`config.mk`:
```
export PLATFORM = sky130hd
export DESIGN_NAME = wb_regfile_flat
export DESIGN_NICKNAME = d
export VERILOG_FILES = /design/src/rtl/wb_regfile_if.sv /design/src/rtl/wb_regfile.sv /design/src/flat_wrapper.sv
export SDC_FILE = /design/constraint.sdc
export NUM_CORES = 2
export LEC_CHECK = 0
export ABC_AREA = 1
export CELL_PAD_IN_SITES_DETAIL_PLACEMENT = 0
export CELL_PAD_IN_SITES_GLOBAL_PLACEMENT = 2
export CORE_UTILIZATION = 37
export CTS_CLUSTER_SIZE = 40
export DETAILED_ROUTE_END_ITERATION = 6
export PLACE_DENSITY = 0.94
export SYNTH_ARGS = -nofsm -noshare
export SYNTH_HDL_FRONTEND = slang
export SYNTH_SLANG_ARGS = --single-unit
export TNS_END_PERCENT = 10
```
`constraint.sdc`:
```
create_clock -name clk -period 5.9 [get_ports clk]
set_clock_uncertainty 0.2 [all_clocks]
set_input_delay 1.18 -clock clk [delete_from_list [all_inputs] [get_ports clk]]
set_output_delay 1.18 -clock clk [all_outputs]
set_load 0.05 [all_outputs]
```
`src/rtl/wb_regfile_if.sv`:
```
// MEM/WB -> writeback bundle: the write request and retire information for the instruction in WB.
// The pipeline register drives it (master) and the register file consumes it (slave).
interface wb_regfile_if #(
  parameter int unsigned DATA_W = 32,
  parameter int unsigned ADDR_W = 5
);
  logic [1:0]        wb_rf_we;
  logic [DATA_W-1:0] wb_wD;
  logic [ADDR_W-1:0] wb_wR;
  logic [31:0]       wb_pc;
  logic              wb_flag;

  modport master (
    output wb_rf_we,
    output wb_wD,
    output wb_wR,
    output wb_pc,
    output wb_flag
  );

  modport slave (
    input wb_rf_we,
    input wb_wD,
    input wb_wR,
    input wb_pc,
    input wb_flag
  );
endinterface

```
`src/rtl/wb_regfile.sv`:
```
// Writeback-stage register file: commits the MEM/WB write and serves two bypassed ID read ports.
// It also emits a registered commit trace and counts retired instructions.
module wb_regfile #(
  parameter int unsigned DATA_W = 32,
  parameter int unsigned ADDR_W = 5,
  parameter int unsigned CNT_W  = 32
) (
  input  logic              clk,
  input  logic              rst,
  wb_regfile_if.slave       wb,
  input  logic [ADDR_W-1:0] rR1,
  input  logic [ADDR_W-1:0] rR2,
  output logic [DATA_W-1:0] rD1,
  output logic [DATA_W-1:0] rD2,
  output logic              dbg_wb_have_inst,
  output logic [31:0]       dbg_wb_pc,
  output logic              dbg_wb_ena,
  output logic [ADDR_W-1:0] dbg_wb_reg,
  output logic [DATA_W-1:0] dbg_wb_value,
  output logic [CNT_W-1:0]  retire_cnt
);

  localparam int unsigned NumRegs = 2 ** ADDR_W;

  logic [DATA_W-1:0] regs_q [NumRegs];
  logic [DATA_W-1:0] regs_d [NumRegs];

  logic              have_q, have_d;
  logic              ena_q, ena_d;
  logic [31:0]       pc_q, pc_d;
  logic [ADDR_W-1:0] reg_q, reg_d;
  logic [DATA_W-1:0] value_q, value_d;
  logic [CNT_W-1:0]  cnt_q, cnt_d;

  logic commit;

  // Bubbles and x0 destinations never reach the array.
  assign commit = wb.wb_flag & (|wb.wb_rf_we) & (wb.wb_wR != '0);

  always_comb begin
    regs_d = regs_q;
    if (commit) begin
      regs_d[wb.wb_wR] = wb.wb_wD;
    end
  end

  // The bypass ignores rst so a same-cycle commit stays visible during the reset cycle.
  always_comb begin
    rD1 = regs_q[rR1];
    if (rR1 == '0) begin
      rD1 = '0;
    end else if (commit && (rR1 == wb.wb_wR)) begin
      rD1 = wb.wb_wD;
    end
  end

  always_comb begin
    rD2 = regs_q[rR2];
    if (rR2 == '0) begin
      rD2 = '0;
    end else if (commit && (rR2 == wb.wb_wR)) begin
      rD2 = wb.wb_wD;
    end
  end

  always_comb begin
    have_d  = wb.wb_flag;
    ena_d   = commit;
    pc_d    = pc_q;
    reg_d   = reg_q;
    value_d = value_q;
    cnt_d   = cnt_q;
    if (wb.wb_flag) begin
      pc_d    = wb.wb_pc;
      reg_d   = wb.wb_wR;
      value_d = wb.wb_wD;
      cnt_d   = cnt_q + CNT_W'(1);
    end
  end

  always_ff @(posedge clk) begin
    if (rst) begin
      for (int i = 0; i < NumRegs; i++) begin
        regs_q[i] <= '0;
      end
      have_q  <= 1'b0;
      ena_q   <= 1'b0;
      pc_q    <= '0;
      reg_q   <= '0;
      value_q <= '0;
      cnt_q   <= '0;
    end else begin
      regs_q  <= regs_d;
      have_q  <= have_d;
      ena_q   <= ena_d;
      pc_q    <= pc_d;
      reg_q   <= reg_d;
      value_q <= value_d;
      cnt_q   <= cnt_d;
    end
  end

  assign dbg_wb_have_inst = have_q;
  assign dbg_wb_ena       = ena_q;
  assign dbg_wb_pc        = pc_q;
  assign dbg_wb_reg       = reg_q;
  assign dbg_wb_value     = value_q;
  assign retire_cnt       = cnt_q;

endmodule

```
`src/flat_wrapper.sv`:
```
// flat-port wrapper written by rule: the top's interface ports become plain ports
module wb_regfile_flat 
#(
  parameter int unsigned DATA_W = 32,
  parameter int unsigned ADDR_W = 5,
  parameter int unsigned CNT_W  = 32
)
  (clk, rst, rR1, rR2, rD1, rD2, dbg_wb_have_inst, dbg_wb_pc, dbg_wb_ena, dbg_wb_reg, dbg_wb_value, retire_cnt, wb_wb_rf_we, wb_wb_wD, wb_wb_wR, wb_wb_pc, wb_wb_flag);
  wb_regfile_if #(.DATA_W(DATA_W), .ADDR_W(ADDR_W)) wb_i ();
  input  logic clk;
  input  logic rst;
  input  logic [ADDR_W-1:0] rR1;
  input  logic [ADDR_W-1:0] rR2;
  output logic [DATA_W-1:0] rD1;
  output logic [DATA_W-1:0] rD2;
  output logic dbg_wb_have_inst;
  output logic [31:0] dbg_wb_pc;
  output logic dbg_wb_ena;
  output logic [ADDR_W-1:0] dbg_wb_reg;
  output logic [DATA_W-1:0] dbg_wb_value;
  output logic [CNT_W-1:0] retire_cnt;
  input wire logic [$bits(wb_i.wb_rf_we)-1:0] wb_wb_rf_we;
  input wire logic [$bits(wb_i.wb_wD)-1:0] wb_wb_wD;
  input wire logic [$bits(wb_i.wb_wR)-1:0] wb_wb_wR;
  input wire logic [$bits(wb_i.wb_pc)-1:0] wb_wb_pc;
  input wire logic [$bits(wb_i.wb_flag)-1:0] wb_wb_flag;
  assign wb_i.wb_rf_we = wb_wb_rf_we;
  assign wb_i.wb_wD = wb_wb_wD;
  assign wb_i.wb_wR = wb_wb_wR;
  assign wb_i.wb_pc = wb_wb_pc;
  assign wb_i.wb_flag = wb_wb_flag;
  wb_regfile #(.DATA_W(DATA_W), .ADDR_W(ADDR_W), .CNT_W(CNT_W)) u_core (.clk(clk), .rst(rst), .wb(wb_i), .rR1(rR1), .rR2(rR2), .rD1(rD1), .rD2(rD2), .dbg_wb_have_inst(dbg_wb_have_inst), .dbg_wb_pc(dbg_wb_pc), .dbg_wb_ena(dbg_wb_ena), .dbg_wb_reg(dbg_wb_reg), .dbg_wb_value(dbg_wb_value), .retire_cnt(retire_cnt));
endmodule
```
==> impl_metrics.py <==
metrics = {
    "floorplanning": {
        "die_y_um": 403.5,
        "initial_core_util_pct": 37.45,
        "num_io_pins": 251,
        "core_area_um2": 159300,
        "rows": 146,
        "die_area_um2": 162800,
        "die_x_um": 403.5,
    },
    "hold_path": {
        "hp-class": "register to register",
        "min_from": "u_core.regs_q[1001]$_SDFFE_PP0P_",
        "whs_path_depth": 2,
        "hold_path_end": "u_core.regs_q[1001]$_SDFFE_PP0P_",
    },
    "route": {
        "drtPass1Iterations": 6,
        "ant_nets": 0,
        "vias": 66100,
        "wl_per_cell_um": 27.11,
        "drt_iter0_drc": 10070,
        "drcViolationCount": 0,
        "vias_per_cell": 5.963,
        "wl_um": 300600,
    },
    "yosys": {
        "netlist_area_um2": 59650,
        "ys_seq_elements": 1127,
        "synth-main-ff-cell": "dfxtp_1",
        "synth_edf_count": 0,
        "postSynthCellCount": 9089,
        "ys_types": 39,
        "synth_area_per_cell_um2": 6.563,
        "synthArstFlopShare_pct": 0,
        "yosysWarnings": 0,
        "ys_seq_area_share_pct": 37.82,
        "syn_nets": 9174,
    },
    "place": {
        "numPortBuffers": 250,
        "pre_cts_slack_ps": 429.3,
        "gp_congestion": 0.9510,
        "dp_cells": 10830,
        "dp.final_hpwl_um": 176400,
    },
    "worst_setup_path": {
        "r2r_cells": 9,
        "cp.arrival_ps": 4310,
        "r2r_slack_ps": 3680,
        "worstSetupEndpointType": "output port",
        "critPathKind": "primary input to output port",
        "startpoint": "rR1[0]",
        "required_ps": 4520,
        "worst_r2r_endpoint": "u_core.retire_cnt[24]$_SDFFE_PP0P_",
        "r2r_start": "u_core.retire_cnt[0]$_SDFFE_PP0P_",
        "crit_fanout": 152,
        "crit_path_start_kind": "primary input",
    },
    "cts": {
        "cts_setup_buffers": 0,
        "cts_buffers": 136,
        "cts.clk_slew.worst_paths_ps": 60,
        "cts_tree": "built",
        "post_cts_resized": 0,
        "cts_sinks": 1127,
        "root_buffer": "clkbuf_16",
        "htreeDepth": 4,
        "cts_hold_buffers": 0,
        "clock_latency_ps": 780,
        "cts_buffer_depth": 3,
    },
    "finish": {
        "drive_gt1_share_pct": 6.974,
        "layout_commonest_cell": "o21ai_0",
        "final_cell_count_no_fill": 11090,
        "regMostFlops": "u_core.regs_q",
        "fin_util_pct": 42.95,
        "mostFrequentLayoutCells": "o21ai_0 (1294), nand2_1 (1277), a21oi_1 (1144), dfxtp_1 (1127), nand3_1 (1010)",
        "largest_reg_flops": 1024,
        "syn_to_final_growth_pct": 14.68,
        "layout.nets": 8906,
    },
    "sta": {
        "max_freq_ghz": 0.1758,
        "finalSetupViolCount": 0,
        "finalHoldViolCount": 0,
        "tightest_slew_ps": 1559,
        "layout_setup_ws_ps": 213.0,
        "setup-tns-final_ps": 0,
        "finalMaxSlewViolations": 11,
        "period_share_pct": 96.39,
        "maxSlewHeadroom_pct": -4.265,
        "min_period_ps": 5687,
        "rsz0062_at_grt": "no",
    },
    "status": {
        "status": "complete, but fails checks",
        "violations": "max-capacitance violations, max-slew violations",
    },
    "global_routing": {
        "track_usage_pct": 35.63,
        "grt_first_pass_wirelength_um": 426500,
        "grt_overflow": 0,
        "grt_max_degree": 153,
        "grt_pass1_vias": 59230,
        "antenna_found_initial": 31,
    },
    "power": {
        "p_per_area_nw_per_um2": 284.7,
        "vdd_drop_max_mv": 0.2166,
        "leakagePower_nw": 26.30,
    },
    "flow_run": {
        "maxCapViolCount": 1,
    },
}
[power by group]
group / total, mW / switching [mW] / internal [mW]
sequential: 7.76 / 0.0506 / 7.71
clock: 8.53 / 3.57 / 4.96
combinational: 3.18 / 2.33 / 0.857
[stage by stage]
step | power, mW | area (µm²) | hold WS (ps)
5_1_grt | 19.99 | 68370 | 250.5
2_1_floorplan | 9.696 | 59650 | 209.8
4_1_cts | 19.44 | 68360 | 231.2
3_3_place_gp | 11.00 | 63960 | 219.9
3_5_place_dp | 11.00 | 63960 | 221.3
6_report | 19.48 | 68410 | 232.2
[critical path, cell delays in order]
cell	delay, ps
buf_8	380
buf_12	450
nand2_1	100
o21ai_0	100
nand2_1	70
nand3_1	90
nand3_1	90
nand3_1	360
nand3_1	120
a21oi_1	690
buf_4	330
[cells in the mapped netlist, types with 76 or more instances]
library cell / number / area share (%)
nand3_1: 1011 / 8.5
nand2_1: 1283 / 8.1
nor2_1: 887 / 5.6
buf_2: 255 / 2.1
o21ai_0: 1294 / 11
a21oi_1: 1144 / 9.6
buf_1: 77 / 0.48
o211ai_1: 517 / 6.5
o21ai_1: 76 / 0.64
inv_1: 723 / 4.5
clkbuf_1: 544 / 3.4
dfxtp_1: 1127 / 38
[logic make-up after synthesis]
group	Yosys count	share of synthesized area (%)
buffers and inverters	1638	10.95
adder cells (fa/ha/maj)	1	0.02097
flip-flops	1127	37.82
XOR/XNOR	10	0.1468
AO/OA/AOI/OAI	3037	27.67
AND/OR/NAND/NOR	3276	23.39
[per-layer routing]
| layer | track usage [%] | vias to the layer above | part of all wire, % | wire (µm) |
|---|---|---|---|---|
| li1 | - | 30140 | - | - |
| met1 | 46.78 | 30920 | 40 | 119700 |
| met2 | 50.66 | 4257 | 41 | 121900 |
| met3 | 13.10 | 758 | 14 | 42120 |
| met4 | 18.22 | 22 | 5.5 | 16440 |
| met5 | 0 | - | 0.13 | 383 |
[area by class of cell]
cell class	instances	area, µm²
timing repair buffer	484	5084
inverter	748	2853
clock buffer	198	4001
clock inverter	38	400.4
sequential	1127	22560
fill	16660	90880
multi-input combinational	6324	30780
tap	2146	2685
antenna	20	50.05
[worst max path at each step]
stage | to | cells past startpoint
2_1_floorplan | rD1[12] | 7
3_5_place_dp | rD2[13] | 11
5_1_grt | rD2[3] | 10
3_3_place_gp | rD2[29] | 10
4_1_cts | rD2[13] | 11
6_report | rD1[7] | 11
Note: power is estimated with default switching activity, not from simulation.
